[src/rtl/uart_rx_cfg.sv]
// Purpose : configurable UART receiver (5..9 data bits, none/odd/even parity, 1/2 stop bits)
//           that places each frame in a one-entry holding register.
// Latency : o_RX_Valid rises one cycle after the last stop-bit decision.
// Backpr. : the frame is held until o_RX_Valid & i_RX_Ready. A frame completing while the
//           register is full is dropped and o_Overrun is set (sticky until next accept).
//
// Ports   : i_Clock / i_Rst (sync, active-high), i_RX_Serial (idle-high line, pre-synchronised),
//           i_RX_Ready / o_RX_Valid handshake, o_RX_Data (LSB first on line),
//           o_Parity_Err, o_Frame_Err, o_Overrun (sticky), o_Busy (not ARM/IDLE).
// Option  : define UART_RX_MAJORITY_EN for 2-of-3 majority bit decisions (samples at M-1, M, M+1,
//           decided at M+1). Undefined: single sample at M.
module uart_rx_cfg #(
    parameter int CLKS_PER_BIT = 868,
    parameter int DATA_BITS    = 8,
    parameter int PARITY       = 0,
    parameter int STOP_BITS    = 1
) (
    input  logic                 i_Clock,
    input  logic                 i_Rst,
    input  logic                 i_RX_Serial,
    input  logic                 i_RX_Ready,
    output logic                 o_RX_Valid,
    output logic [DATA_BITS-1:0] o_RX_Data,
    output logic                 o_Parity_Err,
    output logic                 o_Frame_Err,
    output logic                 o_Overrun,
    output logic                 o_Busy
);

    localparam int CW  = $clog2(CLKS_PER_BIT);
    localparam int MID = (CLKS_PER_BIT - 1) / 2;

    localparam logic [2:0] ST_ARM   = 3'd0;
    localparam logic [2:0] ST_IDLE  = 3'd1;
    localparam logic [2:0] ST_START = 3'd2;
    localparam logic [2:0] ST_DATA  = 3'd3;
    localparam logic [2:0] ST_PAR   = 3'd4;
    localparam logic [2:0] ST_STOP  = 3'd5;

    logic [2:0]           state;
    logic [CW-1:0]        clk_cnt;
    logic [3:0]           bit_idx;
    logic [DATA_BITS-1:0] shift_dat;
    logic                 par_err;
    logic                 frm_err;
    logic                 bit_val;
    logic                 tick;
    logic                 frame_done;
    logic                 par_xor;

`ifdef UART_RX_MAJORITY_EN
    // Decision moves to M+1 so the line value at M+1 is the third vote.
    localparam int DEC = MID + 1;
    logic [1:0] hist;   // hist[0] = line one cycle ago, hist[1] = two cycles ago

    always_ff @(posedge i_Clock) begin
        if (i_Rst) begin
            hist <= 2'b11;
        end else begin
            hist <= {hist[0], i_RX_Serial};
        end
    end

    assign bit_val = (hist[1] & hist[0]) | (hist[1] & i_RX_Serial) | (hist[0] & i_RX_Serial);
`else
    localparam int DEC = MID;
    assign bit_val = i_RX_Serial;
`endif

    // START waits only to the first decision point; afterwards every decision
    // is a full bit period after the previous one, which keeps it mid-bit.
    always_comb begin
        tick       = (state == ST_START) ? (clk_cnt == CW'(DEC))
                                         : (clk_cnt == CW'(CLKS_PER_BIT - 1));
        frame_done = (state == ST_STOP) && tick && (bit_idx == 4'(STOP_BITS - 1));
        par_xor    = ^{shift_dat, bit_val};
    end

    assign o_Busy = (state != ST_ARM) && (state != ST_IDLE);

    // Frame FSM
    always_ff @(posedge i_Clock) begin
        if (i_Rst) begin
            state     <= ST_ARM;
            clk_cnt   <= '0;
            bit_idx   <= '0;
            shift_dat <= '0;
            par_err   <= 1'b0;
            frm_err   <= 1'b0;
        end else begin
            case (state)
                ST_ARM: begin
                    clk_cnt <= '0;
                    if (i_RX_Serial) begin
                        state <= ST_IDLE;
                    end
                end
                ST_IDLE: begin
                    clk_cnt <= '0;
                    bit_idx <= '0;
                    if (!i_RX_Serial) begin
                        state <= ST_START;
                    end
                end
                ST_START: begin
                    if (tick) begin
                        clk_cnt <= '0;
                        if (!bit_val) begin
                            state   <= ST_DATA;
                            bit_idx <= '0;
                            par_err <= 1'b0;
                            frm_err <= 1'b0;
                        end else begin
                            state <= ST_IDLE;   // glitch: nothing delivered
                        end
                    end else begin
                        clk_cnt <= clk_cnt + CW'(1);
                    end
                end
                ST_DATA: begin
                    if (tick) begin
                        clk_cnt   <= '0;
                        shift_dat <= {bit_val, shift_dat[DATA_BITS-1:1]};
                        if (bit_idx == 4'(DATA_BITS - 1)) begin
                            bit_idx <= '0;
                            state   <= (PARITY != 0) ? ST_PAR : ST_STOP;
                        end else begin
                            bit_idx <= bit_idx + 4'd1;
                        end
                    end else begin
                        clk_cnt <= clk_cnt + CW'(1);
                    end
                end
                ST_PAR: begin
                    if (tick) begin
                        clk_cnt <= '0;
                        par_err <= (PARITY == 1) ? ~par_xor : par_xor;
                        state   <= ST_STOP;
                    end else begin
                        clk_cnt <= clk_cnt + CW'(1);
                    end
                end
                ST_STOP: begin
                    if (tick) begin
                        clk_cnt <= '0;
                        if (!bit_val) begin
                            frm_err <= 1'b1;
                        end
                        // Rearm at the last stop decision, half a bit early,
                        // so back-to-back frames need no idle gap.
                        if (frame_done) begin
                            state   <= ST_IDLE;
                            bit_idx <= '0;
                        end else begin
                            bit_idx <= bit_idx + 4'd1;
                        end
                    end else begin
                        clk_cnt <= clk_cnt + CW'(1);
                    end
                end
                default: begin
                    state   <= ST_ARM;
                    clk_cnt <= '0;
                end
            endcase
        end
    end

    // Holding register and overrun flag
    always_ff @(posedge i_Clock) begin
        if (i_Rst) begin
            o_RX_Valid   <= 1'b0;
            o_RX_Data    <= '0;
            o_Parity_Err <= 1'b0;
            o_Frame_Err  <= 1'b0;
            o_Overrun    <= 1'b0;
        end else begin
            if (frame_done && (!o_RX_Valid || i_RX_Ready)) begin
                o_RX_Valid   <= 1'b1;
                o_RX_Data    <= shift_dat;
                o_Parity_Err <= par_err;
                o_Frame_Err  <= frm_err | ~bit_val;   // include the stop bit decided this cycle
            end else if (o_RX_Valid && i_RX_Ready) begin
                o_RX_Valid <= 1'b0;
            end

            if (frame_done && o_RX_Valid && !i_RX_Ready) begin
                o_Overrun <= 1'b1;
            end else if (o_RX_Valid && i_RX_Ready) begin
                o_Overrun <= 1'b0;
            end
        end
    end

endmodule

[config.mk]
export PLATFORM = sky130hd
export DESIGN_NAME = uart_rx_cfg
export DESIGN_NICKNAME = d
export VERILOG_FILES = /design/src/rtl/uart_rx_cfg.sv
export SDC_FILE = /design/constraint.sdc
export NUM_CORES = 1
export LEC_CHECK = 0
export ABC_AREA = 0
export CAP_MARGIN = 20
export CORE_MARGIN = 1.5
export CORE_UTILIZATION = 56
export DETAILED_ROUTE_END_ITERATION = 10
export GPL_ROUTABILITY_DRIVEN = 0
export PLACE_DENSITY = 0.78
export SETUP_SLACK_MARGIN = 0.1
export SLEW_MARGIN = 20
export SYNTH_ARGS = -nofsm -noshare
export SYNTH_HDL_FRONTEND = slang
export SYNTH_SLANG_ARGS = --single-unit
[constraint.sdc]
create_clock -name i_Clock -period 3.3 [get_ports i_Clock]
set_clock_uncertainty 0.2 [all_clocks]
set_input_delay 0.66 -clock i_Clock [delete_from_list [all_inputs] [get_ports i_Clock]]
set_output_delay 0.66 -clock i_Clock [all_outputs]
set_load 0.02 [all_outputs]
==> flow_metrics.env <==
export IMPL_synth_nets=227
export IMPL_cp_depth=4
export IMPL_io_pin_count=17
export IMPL_setup_ws_ps=501.5
export IMPL_async_flop_share_pct=0
export IMPL_synth_top_area_share_pct=40.39
export IMPL_crit_chain="inv_1 -> ha_1 -> inv_1 -> clkdlybuf4s50_1"
export IMPL_nFillCells=307
export IMPL_required_ps=2440
export IMPL_cp_top_family="buffers and inverters"
export IMPL_vias=1496
export IMPL_ff2ff_setup_slack_ps=580
export IMPL_worst_ir_drop_vdd_mv=0.3284
export IMPL_critPathBufInv=3
export IMPL_fin_nets=246
export IMPL_firstDrtPassIters=4
export IMPL_power_density_nw_per_um2=408.5
export IMPL_post_drt_wl_per_cell_um=12.24
export IMPL_ys_flop_type="dfxtp_1"
export IMPL_min_period_ps=2799
export IMPL_io_buffer_count=16
export IMPL_crit_top_cell="inv_1"
export IMPL_synth_distinct_cells=39
export IMPL_grt_pass1_vias=1242
export IMPL_final_area_um2=2197
export IMPL_worst_path_max_delay_cell="dfxtp_1"
export IMPL_worstPathArrival_ps=1940
export IMPL_wirelength_um=3477
export IMPL_cts_resized=0
export IMPL_start_util_pct=58.39
export IMPL_postCtsSetupRepairBufs=0
export IMPL_path_clk_slew_ps=110
export IMPL_core_um2=3311
export IMPL_grt_usage_pct=20.00
export IMPL_synth_area_um2=1933
export IMPL_timing_fmax_ghz=0.3573
export IMPL_drtAntennaViolNets=0
export IMPL_cts_sinks=39
export IMPL_p_leak_nw=0.8604
export IMPL_fin_crit_sh_pct=84.80
export IMPL_setup_violations=0
export IMPL_h_tree_depth=2
export IMPL_yosys_area_top_type="dfxtp_1"
export IMPL_cp_max_fo=13
export IMPL_clockRootBuffer="clkbuf_4"
export IMPL_pre_cts_ws_ps=550.1
export IMPL_r2r_cells=8
export IMPL_worst_pin_slew_ps=555.3
export IMPL_start_kind="flop"
export IMPL_hold_violations=0
export IMPL_numCtsBuffers=5
export IMPL_cts_hold_fix_buffers=0
export IMPL_postPlaceCellArea_um2=2143
export IMPL_post_synth_cell_area_avg_um2=8.867
export IMPL_overflow=0
export IMPL_end_kind="primary output"
export IMPL_hp_class="reg2reg"
export IMPL_tritoncts="built"
export IMPL_status="finished, final reports clean"
export IMPL_via_per_inst=5.268
export IMPL_yosys_warnings=0
export IMPL_final_layout_size_suffix_gt1_share_pct=7.563
export IMPL_fin_setup_tns_ps=0
export IMPL_whs_ps=290.9
export IMPL_fin_util_pct=66.36
export IMPL_die_h_um=61.76
export IMPL_final_max_slew_violation_count=0
export IMPL_place_hpwl_um=2422
export IMPL_antenna_found_initial=0
export IMPL_synth_edff_count=0
export IMPL_max_clock_path_buffers=2
export IMPL_cap_viol_max_count=0
export IMPL_crit_type="reg2out"
export IMPL_placementRows=21
export IMPL_ys_top_cells_by_area="dfxtp_1 (40%), mux2i_1 (10%), nor2_1 (6.6%), xnor2_1 (5.0%), a21oi_1 (3.4%)"
export IMPL_slew_headroom_pct=62.89
export IMPL_reg2reg_to="o_RX_Data[4]"
export IMPL_grt_max_degree=32
export IMPL_drc=0
export IMPL_dieArea_um2=3814
export IMPL_synth_seq_area_share_pct=40.39
export IMPL_num_antenna_cells=0
export IMPL_slowest_delay_ps=600
export IMPL_cp_endpoint="o_Busy"
export IMPL_synth_cells=218
export IMPL_crit_start="state[2]"
export IMPL_grt_setup_unrepaired="false"
export IMPL_reg2reg_from="bit_idx[0]"
export IMPL_synth_most_common_cell="dfxtp_1"
export IMPL_syn_to_final_growth_pct=13.66
export IMPL_die_w_um=61.76
export IMPL_grt_first_pass_wirelength_um=5547
export IMPL_ys_ff_latch=39
export IMPL_synth_common_cells="dfxtp_1 (39), nor2_1 (34), mux2i_1 (20)"
export IMPL_worst_skew_pair_late_latency_ps=350
export IMPL_drt_iter0_drc=63
kinds of logic (layout without fill, tap and decap cells):
logic type / count (synthesis) / in the layout / synth area share [%]
AOI/OAI and AO/OA: 30 / 30 / 8.997
xor gates and xnor gates: 17 / 17 / 7.702
adders and majority gates: 5 / 5 / 3.236
buffers and inverters: 16 / 36 / 3.107
DFF: 39 / 39 / 40.39
muxes: 20 / 20 / 10.36
and+or+nand+nor: 91 / 91 / 26.21
tightest hold or removal path, delay by kind of cell, from the launching register on:
family | cells | cell delay [ps]
flip-flops | 1 | 330
AND/OR/NAND/NOR | 1 | 60
AO/OA/AOI/OAI | 1 | 60
power by group:
group	internal [W]	switching (W)	total, W	leakage, nW
Sequential	0.000481	0.0000145	0.000495	0.314
Combinational	0.0000687	0.0000963	0.000165	0.518
Clock	0.0000822	0.000155	0.000237	0.0282
Total	0.000632	0.000266	0.000898	0.860
sequential cells by signal, indices dropped and copies added (netlist names):
name	count
shift_dat	8
clk_cnt	10
o_Parity_Err	1
bit_idx	4
o_Frame_Err	1
o_RX_Valid	1
frm_err	1
par_err	1
state	3
o_Overrun	1
o_RX_Data	8
per-stage QoR:
stage,power (W),cells
CTS,0.0009061,284
detailed placement,0.0006695,276
floorplan,0.0006288,218
global placement,0.0006683,276
global route,0.0009437,284
finish,0.0008976,284
per-layer routing:
layer	share of wire [%]	vias to the layer above	global-route usage (%)
met5	0	-	0
met4	1.7	0	7.295
met3	3.4	7	6.832
met2	43	22	28.42
met1	52	676	28.20
li1	-	791	-
cell usage in the layout (no fill, tap or decap), drive strengths merged, types with 2 or more instances in the layout:
| cell | synthesis | routed |
|---|---|---|
| clkdlybuf4s50 | 0 | 16 |
| inv | 10 | 10 |
| nand2b | 3 | 3 |
| or4b | 3 | 3 |
| or3b | 3 | 3 |
| or2 | 2 | 2 |
| ha | 5 | 5 |
| nand2 | 15 | 15 |
| o21ai | 8 | 8 |
| buf | 0 | 2 |
| nand4bb | 3 | 3 |
| or4 | 3 | 3 |
| a21oi | 13 | 13 |
| o22ai | 2 | 2 |
| a211oi | 3 | 3 |
| clkbuf | 6 | 6 |
| xnor2 | 11 | 11 |
| nor3 | 9 | 9 |
| dfxtp | 39 | 39 |
| nor2 | 34 | 34 |
| nand3 | 8 | 8 |
| mux2i | 20 | 20 |
| xor2 | 6 | 6 |
how the worst min path moves through the flow:
stage	from	endpoint	slack, ps	cells past startpoint
after floorplan	par_err	par_err	230	2
after global placement	par_err	par_err	250	2
after detailed placement	par_err	par_err	280	2
after CTS	par_err	par_err	290	2
after global routing	bit_idx[1]	bit_idx[1]	320	2
final	par_err	par_err	290	2
cell type report:
type / count / area [µm²] / share of cell area (%)
well taps: 46 / 57.56 / 2.620
flip-flops and latches: 39 / 780.7 / 35.54
multi-input cells: 163 / 1092 / 49.72
repair buffers: 18 / 175.2 / 7.973
clock buffers: 6 / 41.29 / 1.879
clock inverters: 2 / 12.51 / 0.5695
inverters: 10 / 37.54 / 1.708
(Power assumes the default switching activity.)
